--- config.mk ---
export PLATFORM = sky130hd
export DESIGN_NAME = exec_control
export DESIGN_NICKNAME = d
export VERILOG_FILES = /design/src/rtl/exec_pkg.sv /design/src/rtl/alu_decoder.sv /design/src/rtl/exec_control.sv
export SDC_FILE = /design/constraint.sdc
export NUM_CORES = 1
export LEC_CHECK = 0
export ABC_AREA = 1
export BUFFER_PORTS_ARGS = -buffer_cell sky130_fd_sc_hd__buf_2
export CORE_ASPECT_RATIO = 1.1
export CORE_MARGIN = 1
export CORE_UTILIZATION = 40
export CTS_BUF_LIST = sky130_fd_sc_hd__clkbuf_4
export CTS_CLUSTER_SIZE = 10
export DETAILED_ROUTE_END_ITERATION = 8
export PLACE_DENSITY = 0.75
export SKIP_LAST_GASP = 1
export SLEW_MARGIN = 40
export SYNTH_ARGS = -nofsm -noshare
export SYNTH_HDL_FRONTEND = slang
export SYNTH_SLANG_ARGS = --single-unit
--- constraint.sdc ---
create_clock -name clk -period 2.5 [get_ports clk]
set_input_delay 0.5 -clock clk [delete_from_list [all_inputs] [get_ports clk]]
set_output_delay 0.5 -clock clk [all_outputs]
set_load 0.005 [all_outputs]
--- src/rtl/exec_pkg.sv ---
// Shared encodings for the multicycle execution controller.
// States, opcodes, functs and ALU operation codes.
package exec_pkg;

  typedef enum logic [3:0] {
    S_FETCH   = 4'd0,
    S_DECODE  = 4'd1,
    S_MEMADR  = 4'd2,
    S_MEMRD   = 4'd3,
    S_MEMWB   = 4'd4,
    S_MEMWR   = 4'd5,
    S_RTEXE   = 4'd6,
    S_ALUWB   = 4'd7,
    S_BEQ     = 4'd8,
    S_ADDIEXE = 4'd9,
    S_JUMP    = 4'd10,
    S_HALT    = 4'd11
  } state_e;

  localparam logic [5:0] OP_RTYPE = 6'h00;
  localparam logic [5:0] OP_J     = 6'h02;
  localparam logic [5:0] OP_BEQ   = 6'h04;
  localparam logic [5:0] OP_ADDI  = 6'h08;
  localparam logic [5:0] OP_LW    = 6'h23;
  localparam logic [5:0] OP_SW    = 6'h2B;

  localparam logic [5:0] F_ADD = 6'h20;
  localparam logic [5:0] F_SUB = 6'h22;
  localparam logic [5:0] F_AND = 6'h24;
  localparam logic [5:0] F_OR  = 6'h25;
  localparam logic [5:0] F_SLT = 6'h2A;

  localparam logic [2:0] ALU_ADD = 3'b000;
  localparam logic [2:0] ALU_SUB = 3'b001;
  localparam logic [2:0] ALU_AND = 3'b010;
  localparam logic [2:0] ALU_OR  = 3'b011;
  localparam logic [2:0] ALU_SLT = 3'b100;

  localparam logic [1:0] SRCB_REG   = 2'b00;
  localparam logic [1:0] SRCB_FOUR  = 2'b01;
  localparam logic [1:0] SRCB_IMM   = 2'b10;
  localparam logic [1:0] SRCB_IMMSH = 2'b11;

  localparam logic [1:0] PC_ALU    = 2'b00;
  localparam logic [1:0] PC_ALUOUT = 2'b01;
  localparam logic [1:0] PC_JUMP   = 2'b10;

  // States that wait on mem_ready and are guarded by the timeout counter
  function automatic logic is_wait(state_e s);
    return (s == S_FETCH) || (s == S_MEMRD) ||
           (s == S_MEMWR);
  endfunction

endpackage

--- src/rtl/alu_decoder.sv ---
// R-type funct to ALU operation decoder.
// valid_o flags functs the datapath can execute.
module alu_decoder
  import exec_pkg::*;
(
  input  logic [5:0] funct_i,
  output logic [2:0] aluop_o,
  output logic       valid_o
);

  always_comb begin
    aluop_o = ALU_ADD;
    valid_o = 1'b1;
    unique case (1'b1)
      (funct_i == F_ADD): aluop_o = ALU_ADD;
      (funct_i == F_SUB): aluop_o = ALU_SUB;
      (funct_i == F_AND): aluop_o = ALU_AND;
      (funct_i == F_OR):  aluop_o = ALU_OR;
      (funct_i == F_SLT): aluop_o = ALU_SLT;
      default:            valid_o = 1'b0;
    endcase
  end

endmodule

--- src/rtl/exec_control.sv ---
// Multicycle execution control FSM with memory
// timeout watchdog and illegal-instruction detection.
module exec_control
  import exec_pkg::*;
#(
  parameter int TIMEOUT = 15
) (
  input  logic        clk,
  input  logic        rst,
  input  logic [31:0] instr,
  input  logic        zero,
  input  logic        mem_ready,
  output logic [2:0]  ALUop,
  output logic        mem_read,
  output logic        mem_write,
  output logic        iord,
  output logic        ir_write,
  output logic        pc_write,
  output logic        reg_write,
  output logic        reg_dst,
  output logic        mem_to_reg,
  output logic        alu_src_a,
  output logic [1:0]  alu_src_b,
  output logic [1:0]  pc_src,
  output logic        illegal,
  output logic        fault,
  output logic [3:0]  state
);

  localparam int CW =
    (TIMEOUT < 1) ? 1 : $clog2(TIMEOUT + 1);

  logic [5:0] opcode;
  logic [5:0] funct;
  logic [2:0] rt_aluop;
  logic       funct_ok;
  logic       op_ok;
  logic       unused_instr;

  state_e          state_q, state_d;
  logic [CW-1:0]   cnt_q, cnt_d, cnt_inc;
  logic            fault_q, fault_d;

  assign opcode       = instr[31:26];
  assign funct        = instr[5:0];
  assign unused_instr = ^instr[25:6];

  alu_decoder u_alu_dec (
    .funct_i (funct),
    .aluop_o (rt_aluop),
    .valid_o (funct_ok)
  );

  assign op_ok =
    (opcode inside {OP_RTYPE, OP_J, OP_BEQ,
                    OP_ADDI, OP_LW, OP_SW}) &&
    ((opcode != OP_RTYPE) || funct_ok);

  assign cnt_inc = cnt_q + CW'(1);

  always_comb begin
    state_d = state_q;
    cnt_d   = cnt_q;
    fault_d = fault_q;
    unique case (state_q)
      S_FETCH:
        if (mem_ready) state_d = S_DECODE;
      S_DECODE: begin
        state_d = S_FETCH;
        if (op_ok) begin
          unique case (1'b1)
            (opcode == OP_LW),
            (opcode == OP_SW):    state_d = S_MEMADR;
            (opcode == OP_RTYPE): state_d = S_RTEXE;
            (opcode == OP_BEQ):   state_d = S_BEQ;
            (opcode == OP_ADDI):  state_d = S_ADDIEXE;
            (opcode == OP_J):     state_d = S_JUMP;
            default:              state_d = S_FETCH;
          endcase
        end
      end
      S_MEMADR:
        state_d = (opcode == OP_SW) ? S_MEMWR :
                  (opcode == OP_LW) ? S_MEMRD : S_FETCH;
      S_MEMRD:
        if (mem_ready) state_d = S_MEMWB;
      S_MEMWB:   state_d = S_FETCH;
      S_MEMWR:
        if (mem_ready) state_d = S_FETCH;
      S_RTEXE:   state_d = S_ALUWB;
      S_ALUWB:   state_d = S_FETCH;
      S_ADDIEXE: state_d = S_ALUWB;
      S_BEQ:     state_d = S_FETCH;
      S_JUMP:    state_d = S_FETCH;
      S_HALT:    state_d = S_HALT;
      default:   state_d = S_FETCH;
    endcase

    // A ready arriving on the timeout cycle still completes the access
    if (is_wait(state_q)) begin
      if (mem_ready) begin
        cnt_d = '0;
      end else if (cnt_inc == CW'(TIMEOUT)) begin
        state_d = S_HALT;
        fault_d = 1'b1;
        cnt_d   = '0;
      end else begin
        cnt_d = cnt_inc;
      end
    end

    if ((state_d != state_q) && is_wait(state_d))
      cnt_d = '0;
  end

  always_ff @(posedge clk or posedge rst) begin
    if (rst) begin
      state_q <= S_FETCH;
      cnt_q   <= '0;
      fault_q <= 1'b0;
    end else begin
      state_q <= state_d;
      cnt_q   <= cnt_d;
      fault_q <= fault_d;
    end
  end

  always_comb begin
    ALUop      = ALU_ADD;
    mem_read   = 1'b0;
    mem_write  = 1'b0;
    iord       = 1'b0;
    ir_write   = 1'b0;
    pc_write   = 1'b0;
    reg_write  = 1'b0;
    reg_dst    = 1'b0;
    mem_to_reg = 1'b0;
    alu_src_a  = 1'b0;
    alu_src_b  = SRCB_REG;
    pc_src     = PC_ALU;
    illegal    = 1'b0;
    unique case (state_q)
      S_FETCH: begin
        mem_read  = 1'b1;
        alu_src_b = SRCB_FOUR;
        ir_write  = mem_ready;
        pc_write  = mem_ready;
      end
      S_DECODE: begin
        alu_src_b = SRCB_IMMSH;
        illegal   = !op_ok;
      end
      S_MEMADR: begin
        alu_src_a = 1'b1;
        alu_src_b = SRCB_IMM;
      end
      S_MEMRD: begin
        mem_read = 1'b1;
        iord     = 1'b1;
      end
      S_MEMWB: begin
        reg_write  = 1'b1;
        mem_to_reg = 1'b1;
      end
      S_MEMWR: begin
        mem_write = 1'b1;
        iord      = 1'b1;
      end
      S_RTEXE: begin
        alu_src_a = 1'b1;
        ALUop     = rt_aluop;
      end
      S_ALUWB: begin
        reg_write = 1'b1;
        reg_dst   = (opcode == OP_RTYPE);
      end
      S_ADDIEXE: begin
        alu_src_a = 1'b1;
        alu_src_b = SRCB_IMM;
      end
      S_BEQ: begin
        alu_src_a = 1'b1;
        ALUop     = ALU_SUB;
        pc_src    = PC_ALUOUT;
        pc_write  = zero;
      end
      S_JUMP: begin
        pc_src   = PC_JUMP;
        pc_write = 1'b1;
      end
      S_HALT:  ;
      default: ;
    endcase

    // Request and write strobes drop the moment reset is applied
    if (rst) begin
      mem_read  = 1'b0;
      mem_write = 1'b0;
      ir_write  = 1'b0;
      pc_write  = 1'b0;
      reg_write = 1'b0;
      illegal   = 1'b0;
    end
  end

  assign fault = fault_q;
  assign state = state_q;

endmodule

==> metrics.txt <==
run status=finished, final reports clean; minimum clock period=2.174 ns; share of flip-flops with an asynchronous set or reset after synthesis=100.0%; Max transition margin=77.47%; via density per instance=4.811; Port Buf Inserts=37; critical path type=reg -> out; worst hold margin=0.2555 ns; synthesized area per cell=5.821 sq um; fraction of final layout cells with drive strength greater than 1=31.14%; startpoint type of the worst setup path=flip-flop; Most Used Layer, Global Route=met2; worst hold path class=in -> async; number of fill cells=270; largest net degree at the start of global routing=10; CP peak stage delay=0.49 ns; number of H-tree branching levels=1; total clock sinks=9; overall overflow remaining after global route=0; unrepaired setup endpoints after global routing=no; final non-filler cell total=259; total DRC errors in the routed layout=0; quantity of hold-fixing buffers added after cts=0; overall fraction of global-route tracks in use=18.54%; first drt pass iteration count=4; half-perimeter wire length of the detailed placement result=2.121 mm; number of top-level pins=58; leading register cell type out of synthesis=dfrtp_1; Cell Pwr Density=357.6 nW/um^2; Final #Nets=267; routing usage on met3=4.065%; biggest area contributors in the synthesized netlist=dfrtp_1, nor2_1, nand3_1; max-capacitance violation count=0; number of cells after detailed placement=255; die area=2934 sq um; number of antenna violations at the first check in global routing=0; met1 usage=25.00%; count of unique library cells instantiated by Yosys=23; buffers inserted during post-CTS setup optimization=0; share of Yosys cell area claimed by the top area cell type=20.69%; number of buffers inserted during clock tree synthesis=3; Crit. End Element=output pin; arrival time at the worst endpoint=1.67 ns; TritonCTS clock tree=built; Worst path slowest cell=dfrtp_1; worst path required time=2.00 ns; post-route clock period utilization=86.97%; number of enable flip-flop cells after synthesis=0; vias in the first global route=1,080; final design area excluding fillers=1340 sq um; pre-CTS setup slack=0.3820 ns; sequential cell area fraction in the yosys report=20.69%; cells after synthesis=187; area growth from synthesis to final layout=23.10%; instance area at placement=1313 sq um; Max Fanout on Critical Path=5; final worst slack=0.3257 ns; Critical Path, Cell by Cell=inv_1 -> nor2_1 -> inv_1 -> nor2_1 -> a21oi_1 -> a21oi_1 -> buf_2; count of nets left with antenna violations after detail routing=0; leading cell type by number of instances after synthesis=nor2_1; Clk Latency, worst-skew pair=0.26 ns; wire length per cell=9.633 um; Worst-path clk slew=0.06 ns; Std-Cell Core Area=2544 sq um; post-synthesis net count=225; initial DRC count=37; number of register bits inferred by synthesis=9; area used by sequential logic in the layout=225.2 sq um; VDD IR-drop max=446.5 uV; Warnings, synthesis=0; area of the multi-input gates=729.5 sq um; Final Max Slew Viols=0; FP Rows=19; number of buffers on the longest clock path=2; post-cts repair resize count=0; Setup violations, final=0; vias=1,246; Clock Tree Root=clkbuf_4; cell accounting for the most synthesized area=dfrtp_1; static power due to leakage=0.7943 nW; final number of hold-violating endpoints=0; final RePlAce weighted congestion=0.9090; total wire length after detailed routing=2.495 mm; y dimension of the die=56.71 um; Total Neg Setup Slack=0 ns; first-pass GRT wire length=4.229 mm; floorplan die width=51.74 um; Antenna diodes=0; Commonest cells post-synth=nor2_1, nand2_1, nand3_1, inv_1; starting utilization of the core area=42.79%; GR Layer Usage met2=30.61%; worst-margin pin slew=0.3375 ns; Max Freq=459.9 MHz; Post-Synthesis Cell Area=1089 sq um; Setup Skew=0.0004187 ns
## routing by layer
metal,part of all wire (%),vias up
met3,4.4,0
met5,0,-
met4,0,0
met2,45,26
met1,51,537
li1,-,683
## final timing paths
check                      slack (ns)      from  depth (start not counted)       end
max                              0.33  state[3]                          7  pc_write
min                              0.26       rst                          2  state[0]
max reg2reg                      0.51  cnt_q[0]                         12  cnt_q[0]
min reg2reg                      0.47     fault                          1     fault
max in group asynchronous        2.00       rst                          2  cnt_q[1]
min in group clk                 0.47     fault                          1     fault
## critical path: cells and delay by family, from the launching register on
| family | cells | cell delay (ns) |
|---|---|---|
| and+or+nand+nor | 2 | 0.40 |
| AOI/OAI and AO/OA | 2 | 0.22 |
| DFF | 1 | 0.49 |
| buffers and inverters | 3 | 0.31 |
## sequential cells by signal, indices dropped and copies added, names as in the netlist
register and cells:
fault 1, state 4, cnt_q 4
## power breakdown
| part | leakage [nW] | total, mW | internal [mW] | switching, mW |
|---|---|---|---|---|
| registers | 0.123 | 0.183 | 0.160 | 0.0229 |
| logic | 0.654 | 0.184 | 0.0710 | 0.113 |
| clock network | 0.0177 | 0.112 | 0.0591 | 0.0531 |
| total | 0.794 | 0.479 | 0.290 | 0.189 |
## final cells by class
type | count | share of cell area [%]
multi-input cells | 143 | 54.43
well taps | 31 | 2.894
flip-flops and latches | 9 | 16.81
clock inverters | 1 | 0.3735
clock buffers | 3 | 1.681
inverters | 35 | 9.991
repair buffers | 37 | 13.82
## metrics by stage
step           utilization [%]  total power, mW
2_1_floorplan                -           0.3103
3_3_place_gp             51.60           0.3661
3_5_place_dp             51.60           0.3683
4_1_cts                  52.68           0.4843
5_1_grt                  52.68           0.5220
6_report                 52.68           0.4791
## cell families (layout without fill, tap and decap cells)
| logic type | after synthesis | in the layout | share of synthesized area, % |
|---|---|---|---|
| and+or+nand+nor | 126 | 126 | 56.55 |
| buffers and inverters | 35 | 76 | 12.30 |
| AOI/OAI and AO/OA | 14 | 14 | 7.357 |
| DFF | 9 | 9 | 20.69 |
| adders and majority gates | 2 | 2 | 2.298 |
| xor gates and xnor gates | 1 | 1 | 0.8047 |
## placed cells by master, fill, tap and decap left out, types with 2 or more instances in the layout
cell type / synthesis / layout
nor2_1: 37 / 37
inv_2: 9 / 9
a21oi_1: 6 / 6
a211oi_1: 2 / 2
nor3_1: 5 / 5
ha_1: 2 / 2
nor2_4: 4 / 4
clkbuf_4: 0 / 3
inv_1: 25 / 25
nand4_1: 5 / 5
nand2_1: 32 / 32
o21ai_0: 4 / 4
nand3_1: 26 / 26
nor2_2: 4 / 4
nand2_2: 7 / 7
buf_2: 0 / 37
dfrtp_1: 9 / 9
nand2_4: 3 / 3
Note: power is estimated with default switching activity, not from simulation.
